## config.mk

```make
export PLATFORM = sky130hd
export DESIGN_NAME = vector_operand_loader
export DESIGN_NICKNAME = d
export VERILOG_FILES = /design/src/rtl/vector_operand_loader.sv
export SDC_FILE = /design/constraint.sdc
export NUM_CORES = 1
export LEC_CHECK = 0
export CELL_PAD_IN_SITES_DETAIL_PLACEMENT = 1
export CELL_PAD_IN_SITES_GLOBAL_PLACEMENT = 2
export CORE_ASPECT_RATIO = 1.25
export CORE_MARGIN = 5
export CORE_UTILIZATION = 34
export DETAILED_ROUTE_END_ITERATION = 8
export HOLD_SLACK_MARGIN = 0.08
export PLACE_DENSITY = 0.79
export SLEW_MARGIN = 20
export SYNTH_ARGS = -nofsm -noshare
export SYNTH_HDL_FRONTEND = slang
export SYNTH_SLANG_ARGS = --single-unit
```

## constraint.sdc

```tcl
create_clock -name clk -period 2.5 [get_ports clk]
set_input_delay 0.625 -clock clk [delete_from_list [all_inputs] [get_ports clk]]
set_output_delay 0.625 -clock clk [all_outputs]
set_load 0.05 [all_outputs]
```

## src/rtl/vector_operand_loader.sv

```systemverilog
// Serial-to-parallel operand loader: shifts WIDTH bits of a then WIDTH bits of b
// (MSB first) and presents them as a registered pair through a valid/ready output.
module vector_operand_loader #(
  parameter int WIDTH = 4
) (
  input  logic             clk,
  input  logic             rst,
  input  logic             in_valid,
  input  logic             in_bit,
  output logic             in_ready,
  input  logic             abort,
  output logic [WIDTH-1:0] a,
  output logic [WIDTH-1:0] b,
  output logic             out_valid,
  input  logic             out_ready,
  output logic             busy,
  output logic [7:0]       pair_count,
  output logic [1:0]       dbg_state_o
);

  localparam int CW = (WIDTH > 1) ? $clog2(WIDTH) : 1;

  typedef enum logic [1:0] {
    LOAD_A = 2'd0,
    LOAD_B = 2'd1,
    FULL   = 2'd2
  } state_e;

  state_e           state_q, state_d;
  logic [CW-1:0]    cnt_q, cnt_d;
  logic [WIDTH-1:0] sa_q, sa_d;
  logic [WIDTH-1:0] sb_q, sb_d;
  logic [WIDTH-1:0] a_q, a_d;
  logic [WIDTH-1:0] b_q, b_d;
  logic             out_valid_q, out_valid_d;
  logic [7:0]       pair_count_q, pair_count_d;

  // Handshakes: a bit moves when in_valid && in_ready && !abort at a rising
  // edge; a pair moves when out_valid && out_ready at a rising edge. Neither
  // side may make valid depend on ready.
  logic             accept;
  logic             last_bit;
  logic             slot_free;
  logic             out_hs;
  logic [WIDTH:0]   sa_ext;
  logic [WIDTH:0]   sb_ext;
  logic [WIDTH-1:0] sa_shift;
  logic [WIDTH-1:0] sb_shift;

  assign in_ready  = (state_q != FULL);
  assign accept    = in_valid && in_ready && !abort;
  assign last_bit  = (cnt_q == CW'(WIDTH - 1));
  assign slot_free = !out_valid_q || out_ready;
  assign out_hs    = out_valid_q && out_ready;
  assign sa_ext    = {sa_q, in_bit};
  assign sb_ext    = {sb_q, in_bit};
  assign sa_shift  = sa_ext[WIDTH-1:0];
  assign sb_shift  = sb_ext[WIDTH-1:0];

  always_ff @(posedge clk or posedge rst) begin
    if (rst) begin
      state_q      <= LOAD_A;
      cnt_q        <= '0;
      sa_q         <= '0;
      sb_q         <= '0;
      a_q          <= '0;
      b_q          <= '0;
      out_valid_q  <= 1'b0;
      pair_count_q <= 8'd0;
    end else begin
      state_q      <= state_d;
      cnt_q        <= cnt_d;
      sa_q         <= sa_d;
      sb_q         <= sb_d;
      a_q          <= a_d;
      b_q          <= b_d;
      out_valid_q  <= out_valid_d;
      pair_count_q <= pair_count_d;
    end
  end

  always_comb begin
    state_d      = state_q;
    cnt_d        = cnt_q;
    sa_d         = sa_q;
    sb_d         = sb_q;
    a_d          = a_q;
    b_d          = b_q;
    out_valid_d  = out_valid_q;
    pair_count_d = pair_count_q;

    // The consumed pair drops out_valid unless a transfer below refills it.
    if (out_hs) begin
      out_valid_d  = 1'b0;
      pair_count_d = pair_count_q + 8'd1;
    end

    if (abort) begin
      state_d = LOAD_A;
      cnt_d   = '0;
      sa_d    = '0;
      sb_d    = '0;
    end else begin
      case (state_q)
        LOAD_A: begin
          if (accept) begin
            sa_d = sa_shift;
            if (last_bit) begin
              cnt_d   = '0;
              state_d = LOAD_B;
            end else begin
              cnt_d = cnt_q + CW'(1);
            end
          end
        end
        LOAD_B: begin
          if (accept) begin
            sb_d = sb_shift;
            if (last_bit) begin
              cnt_d = '0;
              if (slot_free) begin
                a_d         = sa_q;
                b_d         = sb_shift;
                out_valid_d = 1'b1;
                state_d     = LOAD_A;
              end else begin
                state_d = FULL;
              end
            end else begin
              cnt_d = cnt_q + CW'(1);
            end
          end
        end
        FULL: begin
          if (slot_free) begin
            a_d         = sa_q;
            b_d         = sb_q;
            out_valid_d = 1'b1;
            state_d     = LOAD_A;
          end
        end
        default: begin
          state_d = LOAD_A;
          cnt_d   = '0;
        end
      endcase
    end
  end

  assign a           = a_q;
  assign b           = b_q;
  assign out_valid   = out_valid_q;
  assign pair_count  = pair_count_q;
  assign busy        = (state_q != LOAD_A) || (cnt_q != '0);
  assign dbg_state_o = state_q;

endmodule

```

==> impl_metrics.py <==
metrics = {
    "power_and_ir_drop": {
        "final_total_pwr_mw": 1.00,
        "static-leakage-power_nw": 0.892,
        "power.density_cell_area_mw_per_mm2": 535,
        "max-vdd-ir-drop_uv": 250,
    },
    "logic_synthesis": {
        "yosys_register_bits": 29,
        "post-synth-top-area-cell": "sky130_fd_sc_hd__dfrtp_1",
        "synth_largest_type_area_fraction_pct": 49.7,
        "syn_area_per_cell_sq_um": 12.2,
        "async_reset_ff_share_pct": 100,
        "synth_fp_nets": 133,
        "yosys-top-cells-count": "29 x sky130_fd_sc_hd__dfrtp_1, 13 x sky130_fd_sc_hd__mux2_2, 9 x sky130_fd_sc_hd__nor2_1",
        "synth_top_flop_cell": "sky130_fd_sc_hd__dfrtp_1",
        "synthDistinctLibCells": 33,
        "synthesis.area_sq_mm": 0.00146,
        "synth_area_leaders": "sky130_fd_sc_hd__dfrtp_1 50%, sky130_fd_sc_hd__mux2_2 10%, sky130_fd_sc_hd__ha_1 6.0%",
        "synth_most_common_cell": "sky130_fd_sc_hd__dfrtp_1",
        "number_of_enable_type_register_cells_in_the_synthesized_netlist": 0,
        "synth.yosys.seq_area_share_pct": 49.7,
        "syn_inst": 120,
        "synth_warnings": 0,
    },
    "die": {
        "fp.dieArea_sq_mm": 0.00571,
        "core_area_sq_mm": 0.00413,
        "io_pins": 27,
        "floorplan.die.width_microns": 68.6,
        "dieHeight_microns": 83.2,
        "std_cell_rows": 26,
        "floorplan.initialDensity_pct": 35.3,
    },
    "layout": {
        "area_growth_pct": 28.6,
        "multi_input_area_sq_um": 683,
        "postLayoutCellArea_sq_mm": 0.00188,
        "antenna_cells_inserted": 0,
        "ff_latch_area_sq_um": 726,
        "final_nets": 164,
        "layout.filler_cells": 482,
        "layout-drive-gt1-share_pct": 20.4,
    },
    "setup_path": {
        "critical_setup_path_kind": "flip-flop to output port",
        "timing.critical_path.fanout_max": 13,
        "critPathArrivalTime_ns": 1.66,
        "crit_path_end_kind": "output port",
        "cp_data_required_time_ns": 1.88,
        "critical_path.endpoint": "in_ready",
        "timing.reg2reg.setup_slack_ns": 0.42,
        "setup.worst_path.start_class": "flip-flop",
        "reg2reg_from": "dbg_state_o[0]$_DFFE_PP0P_",
        "crit-reg2reg-capture": "b[1]$_DFFE_PP0P_",
        "critPathLaunch": "dbg_state_o[0]$_DFFE_PP0P_",
        "reg2regPathDepth": 5,
    },
    "worst_hold_path": {
        "hold_path.class": "flip-flop to flip-flop",
        "hold_depth": 1,
    },
    "timing": {
        "grt_setup_unrepaired": "false",
        "finalSetupViolations": 0,
        "timing.final.hold_violations": 0,
        "fmax_mhz": 438,
        "postLayoutSetupSlackWorst_ns": 0.218,
        "layout_min_cycle_time_ns": 2.28,
        "rel_slew_slack_pct": 61.4,
        "setup_tns_ns": 0,
        "clock_skew_ns": 0.00984,
        "slew_violations": 0,
        "final.period_utilization_pct": 91.3,
        "worstMarginPinSlew_ns": 0.577,
    },
    "routing": {
        "drt-wirelength-per-cell_microns": 15.4,
        "firstDrtPassIters": 2,
        "detail_route.iter0.violations": 20,
        "sum_of_routed_wire_length_over_all_layers_microns": 3200,
        "dr_total_vias": 1010,
        "via_per_inst": 4.86,
        "drc_errors": 0,
        "final_antenna_net_count": 0,
    },
    "grt": {
        "first_global_vias": 1150,
        "grtUsageTotal_pct": 12.9,
        "grt_start_max_net_pins": 30,
        "globalRouteOverflowTotal": 0,
        "antenna_violations_before_repair": 0,
        "grt_pass1_wl_microns": 5550,
    },
    "clocking": {
        "post_cts.repair.setup_buffers": 0,
        "clock_tree.htree_level_count": 2,
        "clock_insertion_delay_worst_skew_ns": 0.28,
        "cts_tree": "yes",
        "cts_buffer_depth": 2,
        "tritoncts_num_sinks": 29,
        "number_of_hold_buffers_added_after_cts": 0,
        "post_cts.resized_instances": 0,
        "clock_buffer_count_from_cts": 5,
        "cts-root-buf": "sky130_fd_sc_hd__clkbuf_8",
        "clkSlewWorstSetupHoldPaths_ns": 0.07,
    },
    "flow_run": {
        "drv_cap": 0,
    },
    "placed_design": {
        "post_detailed_placement_cell_area_sq_mm": 0.00178,
        "dp_worst_setup_slack_ns": 0.193,
        "numPortBuffers": 26,
        "gp_congestion": 0.766,
        "post-dp-hpwl_microns": 2340,
    },
    "outcome": {
        "outcome": "complete, no violations",
    },
}
[metrics by stage]
| stage | utilization, % | hold WS [ns] | std cells |
|---|---|---|---|
| after global routing | 45.4 | 0.501 | 208 |
| after detailed placement | 43.0 | 0.470 | 200 |
| after CTS | 45.4 | 0.479 | 208 |
| after global placement | 43.0 | 0.467 | 200 |
| final | 45.4 | 0.471 | 208 |
| after floorplan | - | 0.479 | 120 |
[worst max-delay path: stages (launching register included)]
cell and delay [ns]:
sky130_fd_sc_hd__dfrtp_1 0.42, sky130_fd_sc_hd__inv_1 0.14, sky130_fd_sc_hd__ha_1 0.48, sky130_fd_sc_hd__inv_1 0.12, sky130_fd_sc_hd__buf_4 0.21
[layout by cell type (no fill, tap or decap), drive strengths merged]
master and count:
dfrtp 29, ha 7, mux2 13, a32oi 1, xnor2 6, buf 4
a41oi 1, o311ai 1, mux2i 8, a211oi 1, and3 2, o21bai 1
and2 1, nand4 5, or3b 1, nand2 5, nor2 9, o21ai 2
or4 1, xor2 1, clkbuf 7, o21ba 1, clkinv 1, nand2b 1
a21oi 3, nor2b 1, or2 1, inv 7, clkdlybuf4s50 24, nand4bb 1
nand3b 4, o22ai 1, a221oi 1
[state kept, by name (all words and copies together) (netlist names)]
name and cells:
pair_count 8, a 4, b 4, sa_q 4
sb_q 4, cnt_q 2, dbg_state_o 2, out_valid 1
[cell type report]
type                       count  area share [%]
timing repair buffer          28            14.4
clock inverter                 1           0.267
inverter                       7            1.40
sequential                    29            38.7
multi-input combinational     80            36.4
tap                           56            3.73
clock buffer                   7            5.13
[logic make-up after synthesis]
family	synth area share [%]
AND/OR/NAND/NOR	13.3
flip-flops	49.7
multiplexers	15.5
AO/OA/AOI/OAI	7.81
buffers and inverters	3.43
XOR/XNOR	4.20
adder cells (fa/ha/maj)	6.00
[how the worst min path moves through the flow]
stage,from,endpoint
3_5_place_dp,pair_count[7]$_DFFE_PP0P_,pair_count[7]$_DFFE_PP0P_
5_1_grt,pair_count[7]$_DFFE_PP0P_,pair_count[7]$_DFFE_PP0P_
2_1_floorplan,sa_q[3]$_DFFE_PP0P_,a[3]$_DFFE_PP0P_
4_1_cts,pair_count[7]$_DFFE_PP0P_,pair_count[7]$_DFFE_PP0P_
6_report,pair_count[7]$_DFFE_PP0P_,pair_count[7]$_DFFE_PP0P_
3_3_place_gp,pair_count[7]$_DFFE_PP0P_,pair_count[7]$_DFFE_PP0P_
[metal layers]
layer / vias to the layer above / routed length, microns / global-route usage, %
met5: - / 0 / 0
met4: 0 / 51 / 5.06
met3: 5 / 174 / 4.86
met2: 25 / 1600 / 19.3
met1: 501 / 1370 / 16.3
li1: 479 / - / -
[report_power, final]
group	switching (mW)	leakage, nW	total, mW	internal, mW
registers	0.00648	0.402	0.484	0.478
clock network	0.182	0.0542	0.431	0.248
logic	0.0550	0.435	0.0895	0.0345
No activity file was read; power rests on OpenSTA's default activity.
